<file path="config.mk">
export PLATFORM = sky130hd
export DESIGN_NAME = spi_master_tx_fifo_flat
export DESIGN_NICKNAME = d
export VERILOG_FILES = /design/src/rtl/spi_master_tx_fifo_if.sv /design/src/rtl/spi_master_tx_fifo.sv /design/src/flat_wrapper.sv
export SDC_FILE = /design/constraint.sdc
export NUM_CORES = 1
export LEC_CHECK = 0
export CAP_MARGIN = 20
export CORE_MARGIN = 5
export CORE_UTILIZATION = 60
export DETAILED_ROUTE_END_ITERATION = 12
export PLACE_DENSITY = 0.82
export SLEW_MARGIN = 10
export SYNTH_ARGS = -nofsm -noshare
export SYNTH_HDL_FRONTEND = slang
export SYNTH_SLANG_ARGS = --single-unit
</file>
<file path="constraint.sdc">
create_clock -name clk -period 3.4 [get_ports clk]
set_clock_uncertainty 0.2 [all_clocks]
set_input_delay 0.68 -clock clk [delete_from_list [all_inputs] [get_ports clk]]
set_output_delay 0.68 -clock clk [all_outputs]
set_load 0.02 [all_outputs]
</file>
<file path="src/rtl/spi_master_tx_fifo_if.sv">
// Handshake bundle between the TX word FIFO, its upstream writer and the SPI shifter.
// slave = FIFO side, master = the environment driving writes and pulling words.
interface spi_master_tx_fifo_if #(
    parameter int unsigned DATA_WIDTH       = 32,
    parameter int unsigned BUFFER_DEPTH     = 8,
    parameter int unsigned LOG_BUFFER_DEPTH = $clog2(BUFFER_DEPTH)
) ();
    logic [DATA_WIDTH-1:0]     data_in;
    logic                      valid_in;
    logic                      ready_out;
    logic [DATA_WIDTH-1:0]     data_out;
    logic                      valid_out;
    logic                      ready_in;
    logic [LOG_BUFFER_DEPTH:0] elements;
    logic                      almost_empty;

    modport slave (
        input  data_in,
        input  valid_in,
        input  ready_in,
        output ready_out,
        output data_out,
        output valid_out,
        output elements,
        output almost_empty
    );

    modport master (
        output data_in,
        output valid_in,
        output ready_in,
        input  ready_out,
        input  data_out,
        input  valid_out,
        input  elements,
        input  almost_empty
    );
endinterface

</file>
<file path="src/rtl/spi_master_tx_fifo.sv">
// Show-ahead word FIFO buffering TX words for the SPI shifter, with fill level and almost-empty status.
// Depth need not be a power of two; pointers wrap explicitly at BUFFER_DEPTH-1.
module spi_master_tx_fifo #(
    parameter int unsigned DATA_WIDTH       = 32,
    parameter int unsigned BUFFER_DEPTH     = 8,
    parameter int unsigned LOG_BUFFER_DEPTH = $clog2(BUFFER_DEPTH),
    parameter int unsigned ALMOST_EMPTY_LVL = 2
) (
    input  logic                clk,
    input  logic                rstn,
    input  logic                clear,
    spi_master_tx_fifo_if.slave bus
);
    localparam logic [LOG_BUFFER_DEPTH-1:0] LAST_PTR = LOG_BUFFER_DEPTH'(BUFFER_DEPTH - 1);
    localparam logic [LOG_BUFFER_DEPTH:0]   FULL_LVL = (LOG_BUFFER_DEPTH + 1)'(BUFFER_DEPTH);
    localparam logic [LOG_BUFFER_DEPTH:0]   AE_LVL   = (LOG_BUFFER_DEPTH + 1)'(ALMOST_EMPTY_LVL);

    logic [DATA_WIDTH-1:0]       r_mem [BUFFER_DEPTH];
    logic [LOG_BUFFER_DEPTH-1:0] r_rd_ptr;
    logic [LOG_BUFFER_DEPTH-1:0] r_wr_ptr;
    logic [LOG_BUFFER_DEPTH:0]   r_elements;

    logic w_ready;
    logic w_valid;
    logic w_push;
    logic w_pop;

    function automatic logic [LOG_BUFFER_DEPTH-1:0] f_next_ptr(input logic [LOG_BUFFER_DEPTH-1:0] p);
        return (p == LAST_PTR) ? '0 : p + 1'b1;
    endfunction

    // Flags come from the registered level only, so no input reaches ready/valid combinationally.
    assign w_ready = (r_elements != FULL_LVL);
    assign w_valid = (r_elements != '0);
    assign w_push  = bus.valid_in & w_ready;
    assign w_pop   = w_valid & bus.ready_in;

    always_ff @(posedge clk or negedge rstn) begin
        if (!rstn) begin
            for (int unsigned i = 0; i < BUFFER_DEPTH; i++) begin
                r_mem[i] <= '0;
            end
        end else if (w_push && !clear) begin
            r_mem[r_wr_ptr] <= bus.data_in;
        end
    end

    always_ff @(posedge clk or negedge rstn) begin
        if (!rstn) begin
            r_rd_ptr   <= '0;
            r_wr_ptr   <= '0;
            r_elements <= '0;
        end else if (clear) begin
            r_rd_ptr   <= '0;
            r_wr_ptr   <= '0;
            r_elements <= '0;
        end else begin
            if (w_push) begin
                r_wr_ptr <= f_next_ptr(r_wr_ptr);
            end
            if (w_pop) begin
                r_rd_ptr <= f_next_ptr(r_rd_ptr);
            end
            case ({w_push, w_pop})
                2'b10:   r_elements <= r_elements + 1'b1;
                2'b01:   r_elements <= r_elements - 1'b1;
                default: r_elements <= r_elements;
            endcase
        end
    end

    assign bus.ready_out    = w_ready;
    assign bus.valid_out    = w_valid;
    assign bus.data_out     = r_mem[r_rd_ptr];
    assign bus.elements     = r_elements;
    assign bus.almost_empty = (r_elements <= AE_LVL);
endmodule

</file>
<file path="src/flat_wrapper.sv">
// flat-port wrapper written by rule: the top's interface ports become plain ports
module spi_master_tx_fifo_flat 
#(
    parameter int unsigned DATA_WIDTH       = 32,
    parameter int unsigned BUFFER_DEPTH     = 8,
    parameter int unsigned LOG_BUFFER_DEPTH = $clog2(BUFFER_DEPTH),
    parameter int unsigned ALMOST_EMPTY_LVL = 2
)
  (clk, rstn, clear, bus_data_in, bus_valid_in, bus_ready_in, bus_ready_out, bus_data_out, bus_valid_out, bus_elements, bus_almost_empty);
  spi_master_tx_fifo_if #(.DATA_WIDTH(DATA_WIDTH), .BUFFER_DEPTH(BUFFER_DEPTH), .LOG_BUFFER_DEPTH(LOG_BUFFER_DEPTH)) bus_i ();
  input  logic clk;
  input  logic rstn;
  input  logic clear;
  input wire logic [$bits(bus_i.data_in)-1:0] bus_data_in;
  input wire logic [$bits(bus_i.valid_in)-1:0] bus_valid_in;
  input wire logic [$bits(bus_i.ready_in)-1:0] bus_ready_in;
  output wire logic [$bits(bus_i.ready_out)-1:0] bus_ready_out;
  output wire logic [$bits(bus_i.data_out)-1:0] bus_data_out;
  output wire logic [$bits(bus_i.valid_out)-1:0] bus_valid_out;
  output wire logic [$bits(bus_i.elements)-1:0] bus_elements;
  output wire logic [$bits(bus_i.almost_empty)-1:0] bus_almost_empty;
  assign bus_i.data_in = bus_data_in;
  assign bus_i.valid_in = bus_valid_in;
  assign bus_i.ready_in = bus_ready_in;
  assign bus_ready_out = bus_i.ready_out;
  assign bus_data_out = bus_i.data_out;
  assign bus_valid_out = bus_i.valid_out;
  assign bus_elements = bus_i.elements;
  assign bus_almost_empty = bus_i.almost_empty;
  spi_master_tx_fifo #(.DATA_WIDTH(DATA_WIDTH), .BUFFER_DEPTH(BUFFER_DEPTH), .LOG_BUFFER_DEPTH(LOG_BUFFER_DEPTH), .ALMOST_EMPTY_LVL(ALMOST_EMPTY_LVL)) u_core (.clk(clk), .rstn(rstn), .clear(clear), .bus(bus_i));
endmodule
</file>
==> metrics.md, run 1 <==
| Metric | Value |
|---|---|
| Mapped Area | `12,600 µm²` |
| I/O Pins | `76` |
| WP data required | `2.52 ns` |
| Initial Utilization | `0.604` |
| Status | `finished, final reports clean` |
| Largest stage delay, worst path | `0.54 ns` |
| Cells after DPL | `1,061` |
| Critical Path AT | `2.49 ns` |
| Cell accounting for the most synthesized area | `dfrtp_1` |
| R2R Path End | `u_core.r_mem[0]$_DFFE_PN0P_` |
| Initial antenna violation count | `3` |
| DR WL/cell | `24.5 µm` |
| Row cnt | `53` |
| DRT iter0 DRCs | `417` |
| Synth area leaders | `dfrtp_1 53%, mux2_2 18%, mux4_2 11%, mux2_4 11%, buf_12 1.4%` |
| MaxCap Viol Count | `0` |
| Sequential fraction of the synthesis area | `0.530` |
| Max_slew headroom | `0.609` |
| Post-Syn Instances | `732` |
| Crit-path slowest cell | `mux4_2` |
| Worst setup path startpoint | `u_core.r_rd_ptr[0]$_DFFE_PN0P_` |
| CP Launch Type | `flop` |
| CP endpoint | `bus_data_out[10]` |
| Reg2reg setup slack | `0.56 ns` |
| Setup_tns | `0 ns` |
| Yosys top cell area share | `0.530` |
| DR DRC count | `0` |
| Remaining Overflow, GRT | `0` |
| Distinct cell type count after synthesis | `42` |
| Final core occ | `0.711` |
| Largest net degree at the start of global routing | `86` |
| Power Dens Cells | `753 nW/µm²` |
| Area delta synth->final | `17.8%` |
| Crit path cell chain | `buf_4 > buf_12 > mux4_2 > mux2_2 > clkdlybuf4s15_2` |
| Flops & latches, synth | `266` |
| Clock latency on the worst-skew pair | `0.53 ns` |
| Avg Synthesized Cell Area | `17.2 µm²` |
| R2R cell count | `5` |
| Critical path depth | `5` |
| Initial DRT Pass Iterations | `4` |
| Crit-path max FO | `8` |
| Clock transition at path regs | `0.06 ns` |
| Fillcell total | `1,299` |
| Power Total | `11.1 mW` |
| Total clock buffers created by CTS | `29` |
| Post-route ant nets | `0` |
| Core area | `20,800 µm²` |
| Yosys Warn Count | `0` |
| Die Area | `23,900 µm²` |
| Worst r2r src | `u_core.bus.elements[1]$_DFFE_PN0P_` |
| Crit path kind | `reg2out` |
| Placer congestion estimate | `0.788` |
| Total wire length | `27,600 µm` |
| Vias/cell | `6.22` |
| Pre-CTS WS | `0.169 ns` |
| Hold crit path type | `reg2reg` |
| Highest Clock Rate | `0.297 GHz` |
| Vias in the first global route | `7,893` |
| Max Slew Vio Count | `0` |
| I/O Buffers | `75` |
| Die height | `155 µm` |
| Hpwl dp | `16,200 µm` |
| Fin cells | `1,128` |
| Critical Path End Type | `primary output` |
| Root Buffer | `clkbuf_16` |
| Max IR drop VDD | `0.470 mV` |
| CTS tree | `yes` |
| Critical path's top delay family | `multiplexers` |
| Hold Path Depth | `1` |
| Leak | `6.98 nW` |
| First-pass GRT wire length | `44,200 µm` |
| Commonest non-fill, non-tap cell in the layout | `dfrtp_1` |
| Final Hold Violating Endpoints | `0` |
| Worst Path Buf+Inv | `3` |
| Post-layout nets | `873` |
| H-tree depth | `1` |
| Die width | `155 µm` |
| Final period util | `0.991` |
| Slew of the pin with the lowest slew margin | `0.586 ns` |
| CTS Buffer Depth | `3` |
| Tmin final | `3.37 ns` |
| Setup WS post-layout | `0.0312 ns` |
| Gr usage total | `0.232` |
| Layout cells sized above 1 | `0.548` |
| CTS sink cnt | `266` |
| Vias | `7,021` |
| Commonest non-fill, non-tap cells in the layout | `263 x dfrtp_1, 199 x mux2_2, 90 x mux2_4` |
| Mapped Nets | `774` |
| Final setup viols | `0` |
## stage by stage
step,area (µm²),hold WS (ns)
after floorplan,12600,0.184
after global routing,14800,0.315
final,14800,0.303
after global placement,13700,0.282
after CTS,14700,0.305
after detailed placement,13700,0.289
## cell type report
class / count / area (µm²) / share of cell area
Sequential cell: 266 / 6670 / 0.450
Antenna cell: 1 / 2.50 / 0.000169
Multi-Input combinational cell: 414 / 5530 / 0.374
Tap cell: 275 / 344 / 0.0232
Clock inverter: 14 / 186 / 0.0126
Inverter: 2 / 7.51 / 0.000507
Timing Repair Buffer: 118 / 1270 / 0.0857
Clock buffer: 38 / 800 / 0.0540
## synthesized netlist by cell type
master / n
o221ai_1: 1
dfrtp_1: 266
nand3b_1: 1
a2bb2oi_1: 1
buf_2: 18
nand3b_4: 2
nor2_1: 8
nand3_4: 1
mux2_2: 199
mux2i_1: 1
o22a_1: 1
nand3_2: 1
buf_1: 3
nand2_1: 8
o41ai_1: 1
nand3_1: 1
nand4b_1: 1
clkbuf_1: 15
nor3_1: 1
inv_1: 2
or2_2: 1
buf_12: 9
o311ai_0: 1
xor2_1: 4
buf_6: 5
nand2_4: 1
a21o_1: 1
mux2_4: 90
xnor2_1: 1
o31ai_1: 1
a31oi_1: 2
or4b_1: 1
and4b_1: 1
ha_1: 5
nor2b_1: 1
mux4_2: 64
a21oi_1: 5
nor3b_2: 2
or3_1: 2
o41a_1: 1
a41oi_1: 1
a211oi_1: 1
## repair_timing
action                     4_1_cts  5_1_grt
hold buffers                     1        0
cloned                           0        1
setup endpoints to repair       32       11
setup buffers                    7        5
resized for setup               54        5
hold endpoints to repair        67        0
## metal layers
metal,wire length (µm),global-route usage,share of wire
met1,11400,0.320,0.41
met2,14300,0.391,0.52
met3,1240,0.0355,0.045
met4,556,0.0614,0.020
met5,23,0,0.00083
## how the worst min path moves through the flow
| stage | end | slack, ns | start |
|---|---|---|---|
| 2_1_floorplan | u_core.bus.elements[0]$_DFFE_PN0P_ | 0.18 | rstn |
| 3_3_place_gp | u_core.r_mem[171]$_DFFE_PN0P_ | 0.28 | u_core.r_mem[171]$_DFFE_PN0P_ |
| 3_5_place_dp | u_core.r_mem[54]$_DFFE_PN0P_ | 0.29 | u_core.r_mem[54]$_DFFE_PN0P_ |
| 4_1_cts | u_core.r_mem[176]$_DFFE_PN0P_ | 0.30 | u_core.r_mem[176]$_DFFE_PN0P_ |
| 5_1_grt | u_core.r_mem[54]$_DFFE_PN0P_ | 0.31 | u_core.r_mem[54]$_DFFE_PN0P_ |
| 6_report | u_core.r_mem[104]$_DFFE_PN0P_ | 0.30 | u_core.r_mem[104]$_DFFE_PN0P_ |
## cell families (layout without fill, tap and decap cells)
| kind of cell | after synthesis | after routing | share of synthesized area |
|---|---|---|---|
| other cells | 0 | 1 | 0 |
| compound gates | 17 | 17 | 0.00986 |
| mux | 354 | 354 | 0.401 |
| flops | 266 | 266 | 0.530 |
| fa+ha+maj | 5 | 5 | 0.00498 |
| buf+inv | 52 | 172 | 0.0320 |
| simple gates | 33 | 33 | 0.0187 |
| xor+xnor | 5 | 5 | 0.00348 |
## registers in the layout, indices dropped and copies added, names as in the netlist
signal and flops:
u_core.bus.elements 4, u_core.r_mem 256, u_core.r_rd_ptr 3, u_core.r_wr_ptr 3
## power by group
part / switching, mW / leakage, nW / internal (mW)
Combinational: 1.48 / 2.98 / 2.02
Sequential: 0.500 / 3.52 / 3.93
Clock: 1.26 / 0.469 / 1.96
Power figures use the tool's default switching activity.
==> run 2: changes to the inputs <==
- PLACE_DENSITY: 0.82 -> 0.89
- RECOVER_POWER: unset -> 50
==> metrics.md, run 2 (synthesis results as in run 1) <==
| Metric | Value |
|---|---|
| Status | `complete, but fails checks` |
| Failing checks | `capacitance limit, slew limit` |
| MaxCap Viol Count | `1 (+1)` |
| Fraction of power spent switching nets | `0.291 (+0.000688)` |
| Worst Hold Launch | `u_core.r_mem[169]$_DFFE_PN0P_` |
| Sequential share of power | `0.412 (+0.014)` |
| Max Slew Vio Count | `90 (+90)` |
| Setup WS post-layout | `0.0773 ns (+0.0461 ns)` |
| Slew of the pin with the lowest slew margin | `2.37 ns (+1.79 ns)` |
| Vias in the first global route | `7,819 (-0.94%)` |
| Max IR drop VDD | `0.495 mV (+5.3%)` |
| Commonest non-fill, non-tap cell in the layout | `dfrtp_1` |
| Leak | `6.88 nW (-1.4%)` |
| CTS Buffer Depth | `3 (unchanged)` |
| Critical Path AT | `2.44 ns (-0.05 ns)` |
| Gr usage total | `0.228 (-0.00422)` |
| Initial Utilization | `0.604 (unchanged)` |
| NetSw | `3.12 mW (-3.7%)` |
| Hold Path Depth | `1 (unchanged)` |
| Area delta synth->final | `15.5%` |
| R2R Path End | `u_core.bus.elements[3]$_DFFE_PN0P_` |
| Most flop-heavy register | `u_core.r_mem` |
| Final Hold Violating Endpoints | `0 (unchanged)` |
| Remaining Overflow, GRT | `0 (unchanged)` |
| Tmin final | `3.32 ns (-0.0461 ns)` |
| Root Buffer | `clkbuf_16` |
| Hold crit path type | `reg2reg` |
| CP Launch Type | `flop` |
| Clock transition at path regs | `0.06 ns (about the same)` |
| Final setup viols | `0 (unchanged)` |
| Diode count | `0 (-1)` |
| H-tree depth | `1 (unchanged)` |
| DR WL/cell | `23.7 µm (-3.0%)` |
| Die height | `155 µm (unchanged)` |
| Met3 Resource Use GR | `0.0361 (+0.000560)` |
| Power Dens Cells | `738 nW/µm² (-1.9%)` |
| I/O Pins | `76 (unchanged)` |
| Die Area | `23,900 µm² (unchanged)` |
| Initial antenna violation count | `0 (-3)` |
| WHS Endpoint | `u_core.r_mem[169]$_DFFE_PN0P_` |
| Total clock buffers created by CTS | `27 (-6.9%)` |
| R2R cell count | `7 (+2)` |
| WHS | `0.302 ns (-0.000867 ns)` |
| Combinational fraction of design power | `0.311 (-0.003)` |
| Clock latency on the worst-skew pair | `0.52 ns (about the same)` |
| Clock power frac | `0.277 (-0.011)` |
| First-pass GRT wire length | `43,600 µm (-1.4%)` |
| Hpwl dp | `16,400 µm (+1.4%)` |
| GRT met2 Usage | `0.393 (+0.00166)` |
| Pre-CTS WS | `0.0724 ns (-0.0967 ns)` |
| Vias | `6,848 (-2.5%)` |
| Highest Clock Rate | `0.301 GHz (+1.4%)` |
| Placer congestion estimate | `0.803 (+1.9%)` |
| Crit path kind | `reg2out` |
| Core area | `20,800 µm² (unchanged)` |
| Reg2reg setup slack | `0.53 ns (-0.03 ns)` |
| Post-layout nets | `864 (-1.0%)` |
| Crit-path max FO | `22 (+14)` |
| Setup_tns | `0 ns (unchanged)` |
| CTS sink cnt | `266 (unchanged)` |
| CTS tree | `yes` |
| Layout cells sized above 1 | `0.526 (-0.0220)` |
| Largest net degree at the start of global routing | `92 (+7.0%)` |
| RSZ-0062 raised after global routing | `true` |
| Final period util | `0.977 (-0.0135)` |
| Post-route ant nets | `0 (unchanged)` |
| Die width | `155 µm (unchanged)` |
| GR peak layer | `met2` |
| CTS Hold Bufs | `0 (-1)` |
| Total wire length | `26,500 µm (-3.9%)` |
| Initial DRT Pass Iterations | `4 (unchanged)` |
| Worst r2r src | `u_core.bus.elements[0]$_DFFE_PN0P_` |
| I/O Buffers | `75 (unchanged)` |
| Int Power | `7.59 mW (-4.0%)` |
| GR Util met1 | `0.312 (-0.00812)` |
| WP data required | `2.52 ns (about the same)` |
| Max_slew headroom | `-0.583 (-1.19)` |
| DRT iter0 DRCs | `314 (-25%)` |
| Vias/cell | `6.13 (-1.5%)` |
| Max FFs per register | `256 (unchanged)` |
| DR DRC count | `0 (unchanged)` |
| Commonest non-fill, non-tap cells in the layout | `263 x dfrtp_1, 199 x mux2_2, 90 x mux2_4` |
| Row cnt | `53 (unchanged)` |
| Critical Path End Type | `primary output` |
-- run 2: what timing repair did --
item                       in CTS  in global routing
buffers inserted                4                  0
setup endpoints to repair      32                  1
gates resized for setup        34                  0
gates cloned                    0                  0
-- run 2: routing by layer --
metal	vias up	share of wire	wire length (µm)
li1	2917	-	-
met1	3706	0.42	11100
met2	192	0.51	13600
met3	33	0.052	1390
met4	0	0.015	410
met5	-	0	0
-- run 2: power groups by stage --
| stage | Sequential (mW) | Clock (mW) | Combinational, mW |
|---|---|---|---|
| 2_1_floorplan | 4.24 | 0 | 2.40 |
| 3_3_place_gp | 4.34 | 0 | 3.44 |
| 3_5_place_dp | 4.45 | 0 | 3.55 |
| 4_1_cts | 4.40 | 3.00 | 3.39 |
| 5_1_grt | 4.48 | 3.16 | 3.57 |
| 6_report | 4.41 | 2.97 | 3.33 |
-- run 2: how the worst max path moves through the flow --
stage	start	endpoint	slack [ns]
finish	u_core.r_rd_ptr[0]$_DFFE_PN0P_	bus_data_out[12]	0.08
global route	u_core.r_rd_ptr[0]$_DFFE_PN0P_	bus_data_out[12]	-0.003
CTS	u_core.r_rd_ptr[0]$_DFFE_PN0P_	bus_data_out[15]	0.07
detailed placement	bus_ready_in	u_core.bus.elements[3]$_DFFE_PN0P_	0.07
global placement	bus_ready_in	u_core.bus.elements[3]$_DFFE_PN0P_	0.28
floorplan	u_core.r_rd_ptr[0]$_DFFE_PN0P_	bus_data_out[10]	0.59
-- run 2: through the flow --
step	instances	util	total power, mW	area (µm²)
2_1_floorplan	732	-	6.64	12600
3_3_place_gp	1064	0.656	7.78	13700
3_5_place_dp	1064	0.656	8.00	13700
4_1_cts	1117	0.699	10.8	14600
5_1_grt	1117	0.697	11.2	14500
6_report	1117	0.697	10.7	14500
-- run 2: worst max-delay path: stages (launching register included) --
cell	delay (ns)
dfrtp_4	0.51
buf_12	0.23
mux4_2	0.52
mux2_2	0.31
dlygate4sd2_1	0.33
-- run 2: cell type report --
| cell class | instances | area, µm² |
|---|---|---|
| tap | 275 | 344 |
| clock inverter | 11 | 111 |
| sequential | 266 | 6670 |
| timing repair buffer | 111 | 1080 |
| fill | 1303 | 6310 |
| clock buffer | 38 | 787 |
| inverter | 2 | 7.51 |
| multi-input combinational | 414 | 5520 |
